## src/rtl/seg_scan_ctrl.sv

```systemverilog
// ---------------------------------------------------------------------------
// seg_scan_ctrl
//   Scan scheduler for a 6-digit common-anode 7-segment display. Six BCD
//   digits are time-multiplexed onto one shared segment bus. A blanking gap
//   separates digit slots to suppress ghosting. New display contents are
//   accepted only at frame boundaries, so a frame never tears.
//
// Parameters
//   TICK_CYC   clk cycles each digit is driven (>= 1)
//   BLANK_CYC  clk cycles all digits are dark between slots (>= 1)
//
// Ports
//   clk         system clock
//   rst         synchronous active-high reset
//   boot_flag   1 = display scanning, 0 = display off
//   disp_data   six BCD digits, [3:0] = digit0 (rightmost) .. [23:20] = digit5
//   disp_dp     decimal point per digit, 1 = lit
//   disp_mask   digit enable, 1 = shown, 0 = kept dark
//   load_valid  disp_* valid this cycle
//   load_ready  a load can be accepted this cycle
//   sel         digit select, active-low, bit i drives digit i
//   seg         segments, active-low, {dp,g,f,e,d,c,b,a}
//   frame_done  one-cycle pulse in the first blank after digit5's slot
// ---------------------------------------------------------------------------
module seg_scan_ctrl #(
   parameter int unsigned TICK_CYC  = 1000,
   parameter int unsigned BLANK_CYC = 50
) (
   input  logic        clk,
   input  logic        rst,
   input  logic        boot_flag,
   input  logic [23:0] disp_data,
   input  logic [5:0]  disp_dp,
   input  logic [5:0]  disp_mask,
   input  logic        load_valid,
   output logic        load_ready,
   output logic [5:0]  sel,
   output logic [7:0]  seg,
   output logic        frame_done
);

   localparam int unsigned CNT_MAX = (TICK_CYC > BLANK_CYC) ? TICK_CYC : BLANK_CYC;
   localparam int unsigned CW      = (CNT_MAX > 1) ? $clog2(CNT_MAX) : 1;
   localparam logic [CW-1:0] TICK_LAST  = CW'(TICK_CYC - 1);
   localparam logic [CW-1:0] BLANK_LAST = CW'(BLANK_CYC - 1);
   localparam logic [2:0]    LAST_IDX   = 3'd5;

   typedef enum logic [1:0] {
      IDLE,
      BLANK,
      SHOW
   } state_t;

   state_t        state, state_n;
   logic [2:0]    idx, idx_n;
   logic [CW-1:0] cnt, cnt_n;

   logic [23:0]   data_q, data_n;
   logic [5:0]    dp_q, dp_n;
   logic [5:0]    mask_q, mask_n;

   logic [5:0]    sel_n;
   logic [7:0]    seg_n;
   logic          load_ready_n;
   logic          frame_done_n;
   logic          take;
   logic [5:0]    onehot;

   // BCD to active-low {g,f,e,d,c,b,a}; non-decimal codes show a dash
   function automatic logic [6:0] decode(input logic [3:0] bcd);
      logic [6:0] r;
      case (bcd)
         4'd0:    r = 7'h40;
         4'd1:    r = 7'h79;
         4'd2:    r = 7'h24;
         4'd3:    r = 7'h30;
         4'd4:    r = 7'h19;
         4'd5:    r = 7'h12;
         4'd6:    r = 7'h02;
         4'd7:    r = 7'h78;
         4'd8:    r = 7'h00;
         4'd9:    r = 7'h10;
         default: r = 7'h3F;
      endcase
      return r;
   endfunction

   function automatic logic [3:0] pick_digit(input logic [23:0] d, input logic [2:0] i);
      logic [3:0] r;
      case (i)
         3'd0:    r = d[3:0];
         3'd1:    r = d[7:4];
         3'd2:    r = d[11:8];
         3'd3:    r = d[15:12];
         3'd4:    r = d[19:16];
         3'd5:    r = d[23:20];
         default: r = 4'h0;
      endcase
      return r;
   endfunction

   always_comb begin
      state_n      = state;
      idx_n        = idx;
      cnt_n        = cnt;
      frame_done_n = 1'b0;

      // A transfer completes even when boot_flag drops in the same cycle
      take   = load_valid & load_ready;
      data_n = take ? disp_data : data_q;
      dp_n   = take ? disp_dp   : dp_q;
      mask_n = take ? disp_mask : mask_q;

      if (!boot_flag) begin
         state_n = IDLE;
         idx_n   = '0;
         cnt_n   = '0;
      end else begin
         case (state)
            IDLE: begin
               state_n = BLANK;
               idx_n   = '0;
               cnt_n   = '0;
            end
            BLANK: begin
               if (cnt == BLANK_LAST) begin
                  state_n = SHOW;
                  cnt_n   = '0;
               end else begin
                  cnt_n = cnt + CW'(1);
               end
            end
            SHOW: begin
               if (cnt == TICK_LAST) begin
                  state_n = BLANK;
                  cnt_n   = '0;
                  if (idx == LAST_IDX) begin
                     idx_n        = '0;
                     frame_done_n = 1'b1;
                  end else begin
                     idx_n = idx + 3'd1;
                  end
               end else begin
                  cnt_n = cnt + CW'(1);
               end
            end
            default: begin
               state_n = IDLE;
               idx_n   = '0;
               cnt_n   = '0;
            end
         endcase
      end

      // Outputs are registered, so they are derived from the next state
      onehot       = 6'b1 << idx_n;
      sel_n        = '1;
      seg_n        = '1;
      load_ready_n = (state_n == IDLE) ||
                     ((state_n == SHOW) && (idx_n == LAST_IDX) && (cnt_n == TICK_LAST));
      if (state_n == SHOW) begin
         sel_n = mask_n[idx_n] ? ~onehot : 6'h3F;
         seg_n = {~dp_n[idx_n], decode(pick_digit(data_n, idx_n))};
      end
   end

   always_ff @(posedge clk) begin
      if (rst) begin
         state      <= IDLE;
         idx        <= '0;
         cnt        <= '0;
         data_q     <= '0;
         dp_q       <= '0;
         mask_q     <= '0;
         sel        <= '1;
         seg        <= '1;
         load_ready <= 1'b0;
         frame_done <= 1'b0;
      end else begin
         state      <= state_n;
         idx        <= idx_n;
         cnt        <= cnt_n;
         data_q     <= data_n;
         dp_q       <= dp_n;
         mask_q     <= mask_n;
         sel        <= sel_n;
         seg        <= seg_n;
         load_ready <= load_ready_n;
         frame_done <= frame_done_n;
      end
   end

endmodule
```

## config.mk

```make
export PLATFORM = sky130hd
export DESIGN_NAME = seg_scan_ctrl
export DESIGN_NICKNAME = d
export VERILOG_FILES = /design/src/rtl/seg_scan_ctrl.sv
export SDC_FILE = /design/constraint.sdc
export NUM_CORES = 1
export LEC_CHECK = 0
export ABC_AREA = 1
export CAP_MARGIN = 5
export CORE_AREA = 3 3 85 87
export DETAILED_ROUTE_END_ITERATION = 8
export DIE_AREA = 0 0 88 90
export PLACE_DENSITY_LB_ADDON = 0.08
export SYNTH_ARGS = -nofsm -noshare
export SYNTH_HDL_FRONTEND = slang
export SYNTH_SLANG_ARGS = --single-unit
```

## constraint.sdc

```tcl
create_clock -name clk -period 3.2 [get_ports clk]
set_input_delay 0.96 -clock clk [delete_from_list [all_inputs] [get_ports clk]]
set_output_delay 0.96 -clock clk [all_outputs]
set_load 0.03 [all_outputs]
```

==> run summary, run 1 <==
critical path type - input pin to flop
footprint of the multi-input gates - 1740 um^2
setup_tns - 0 ns
DP Wirelength - 5550 um
Worst slew margin - 72.3%
layout cells sized above 1 - 15.1%
Remaining Overflow, GRT - 0
setup bufs post-CTS - 0
final worst path period share - 89.9%
H-tree levels - 3
commonest cells after routing, fill and taps aside - nand2_1, nor2_1, dfxtp_1
1st-iter DRT viols - 120
gpl congestion - 0.876
Post-DP Area - 4120 um^2
GRT Util Overall - 19.8%
Clock Sinks - 67
Finished Cell Area - 4340 um^2
WP data arrival - 3.11 ns
vias per cell - 4.99
top cell type's share of synthesized area - 39.4%
power share of the combinational group - 11.5%
I/O Buffers - 55
FF+latch area - 1340 um^2
CTS clock-pin slew for the worst setup and hold paths - 0.08 ns
average routed wire per standard cell - 12.6 um
area delta synth->final - 27.4%
Reg power frac - 46.6%
critical path peak fanout - 7
type of the worst min-delay path - flop to flop
Final Util - 67.6%
sequential share of the synthesized area - 39.4%
I/O Pins - 56
largest net degree at the start of global routing - 42
Synth cell types - 39
root buf cell - clkbuf_8
Mapped Cells - 433
Inserted Clock Buffers - 9
Final Max Slew Viols - 0
Max Cap Violations - 0
RSZ-0062 raised after global routing - no
Filler Cell Count - 579
first-pass GRT wire length - 12,600 um
DRC Markers - 0
Cell Int Power - 1400 uW
synth top area cells - dfxtp_1, nand2_1, nor2_1, inv_1, mux2i_1
vias - 2,936
status - complete, no violations
min Tclk post-route - 2.88 ns
Least-Margin Pin Slew - 0.416 ns
highest clock rate - 0.347 GHz
pre-CTS setup slack - -0.0397 ns
Clk Latency, worst-skew pair - 0.34 ns
crit start category - input pin
Hold Slack - 0.485 ns
maximum root-to-sink buffer count - 2
Mapped Nets - 484
Final WS setup - 0.322 ns
Die Y - 90 um
die footprint - 7920 um^2
pwr dens - 427 nW/um^2
net switching power figure - 453 uW
endpoint class of the critical path - flop
ANT nets after route - 0
initial antenna violation count - 0
Sw Ratio - 24.4%
flops & latches, synth - 67
Syn Std Cell Area - 3410 um^2
Die X - 88 um
vias in the first global route - 2,890
Nets - 557
Rows - 29
DRT Wirelength - 7430 um
final hold viol count - 0
Peak VDD IR - 0.000293 V
Avg Inst Size Synth - 7.87 um^2
core area - 6420 um^2
Setup violations, final - 0
TritonRoute pass-1 iters - 4
post-synth top area cell - dfxtp_1
Worst EP required - 3.44 ns
Synth warnings - 0
leakage - 0.00208 uW
Initial Util - 53.0%
clk_skew - 0.0104 ns
clock share of power - 41.9%
CTS tree - yes
Hold Buf Count CTS - 0
Ant. Diodes - 0
post-cts sizing count - 0
cell usage after synthesis, drive strengths merged:
master,count
nand2,80
nor2,77
dfxtp,67
inv,58
nand3,31
o21ai,22
mux2i,20
nand4,17
ha,11
buf,9
clkbuf,7
nand3b,6
a21oi,5
o21bai,5
nor3,4
nor4,4
xor2,4
a21o,1
clkinv,1
o221ai,1
o22ai,1
or2,1
xnor2,1
area by class of cell:
class	instances	area share, %
sequential	67	30.9
multi-input combinational	291	40.1
timing repair buffer	78	16.7
clock inverter	7	2.13
clock buffer	9	2.85
inverter	59	5.10
tap	77	2.22
routing by layer:
metal / wire [um] / vias to the layer above / GRT usage [%] / part of all wire (%)
met5: 0 / - / 0 / 0
met4: 134 / 0 / 6.52 / 1.8
met3: 371 / 15 / 5.58 / 5.0
met2: 3550 / 70 / 32.9 / 48
met1: 3370 / 1318 / 24.3 / 45
li1: - / 1533 / - / -
final timing paths:
check / start / end / slack (ns) / cells past startpoint
setup / recovery: boot_flag / seg[0] / 0.32 / 15
hold / removal: idx[2] / frame_done / 0.48 / 2
hold reg to reg: idx[2] / frame_done / 0.48 / 2
setup reg to reg: cnt[0] / seg[0] / 0.54 / 17
sequential cells by signal (all words and copies together), names as in the netlist:
name / flops
data_q: 24
cnt: 10
seg: 8
dp_q: 6
mask_q: 6
sel: 6
idx: 3
state: 2
frame_done: 1
load_ready: 1
per-stage QoR:
step | total power [uW] | std cells
after floorplan | 1010 | 433
after global placement | 1090 | 572
after detailed placement | 1100 | 572
after CTS | 1870 | 588
after global routing | 1930 | 588
final | 1850 | 588
power by group through the flow:
stage               combinational (uW)  clock, uW  sequential, uW
finish                             213        776             865
global route                       241        827             867
CTS                                215        789             865
detailed placement                 213          0             884
global placement                   211          0             883
floorplan                          126          0             884
logic make-up after synthesis:
logic type | share of synthesized area, %
AO/OA/AOI/OAI | 6.17
XOR/XNOR | 1.29
adder cells (fa/ha/maj) | 4.04
buffers and inverters | 9.59
flip-flops | 39.4
multiplexers | 5.88
AND/OR/NAND/NOR | 33.7
critical path, stage by stage:
cell	delay, ns
clkdlybuf4s50_1	0.47
nand2_1	0.08
inv_1	0.20
nand3_4	0.12
nor2_2	0.29
nand3b_1	0.12
nand2_1	0.10
nor2_2	0.04
nand2_2	0.08
inv_1	0.06
buf_4	0.13
ha_1	0.16
o21bai_1	0.16
nand3_1	0.09
nand2_1	0.05
Note: power is estimated with default switching activity, not from simulation.
==> run 2, diff against run 1 <==
--- a/config.mk
+++ b/config.mk
@@ -11,6 +11,7 @@
 export DETAILED_ROUTE_END_ITERATION = 8
 export DIE_AREA = 0 0 88 90
 export PLACE_DENSITY_LB_ADDON = 0.08
+export SLEW_MARGIN = 20
 export SYNTH_ARGS = -nofsm -noshare
 export SYNTH_HDL_FRONTEND = slang
 export SYNTH_SLANG_ARGS = --single-unit
==> results of run 2 <==
Final layout, timing and power as in run 1 (identical DEF).
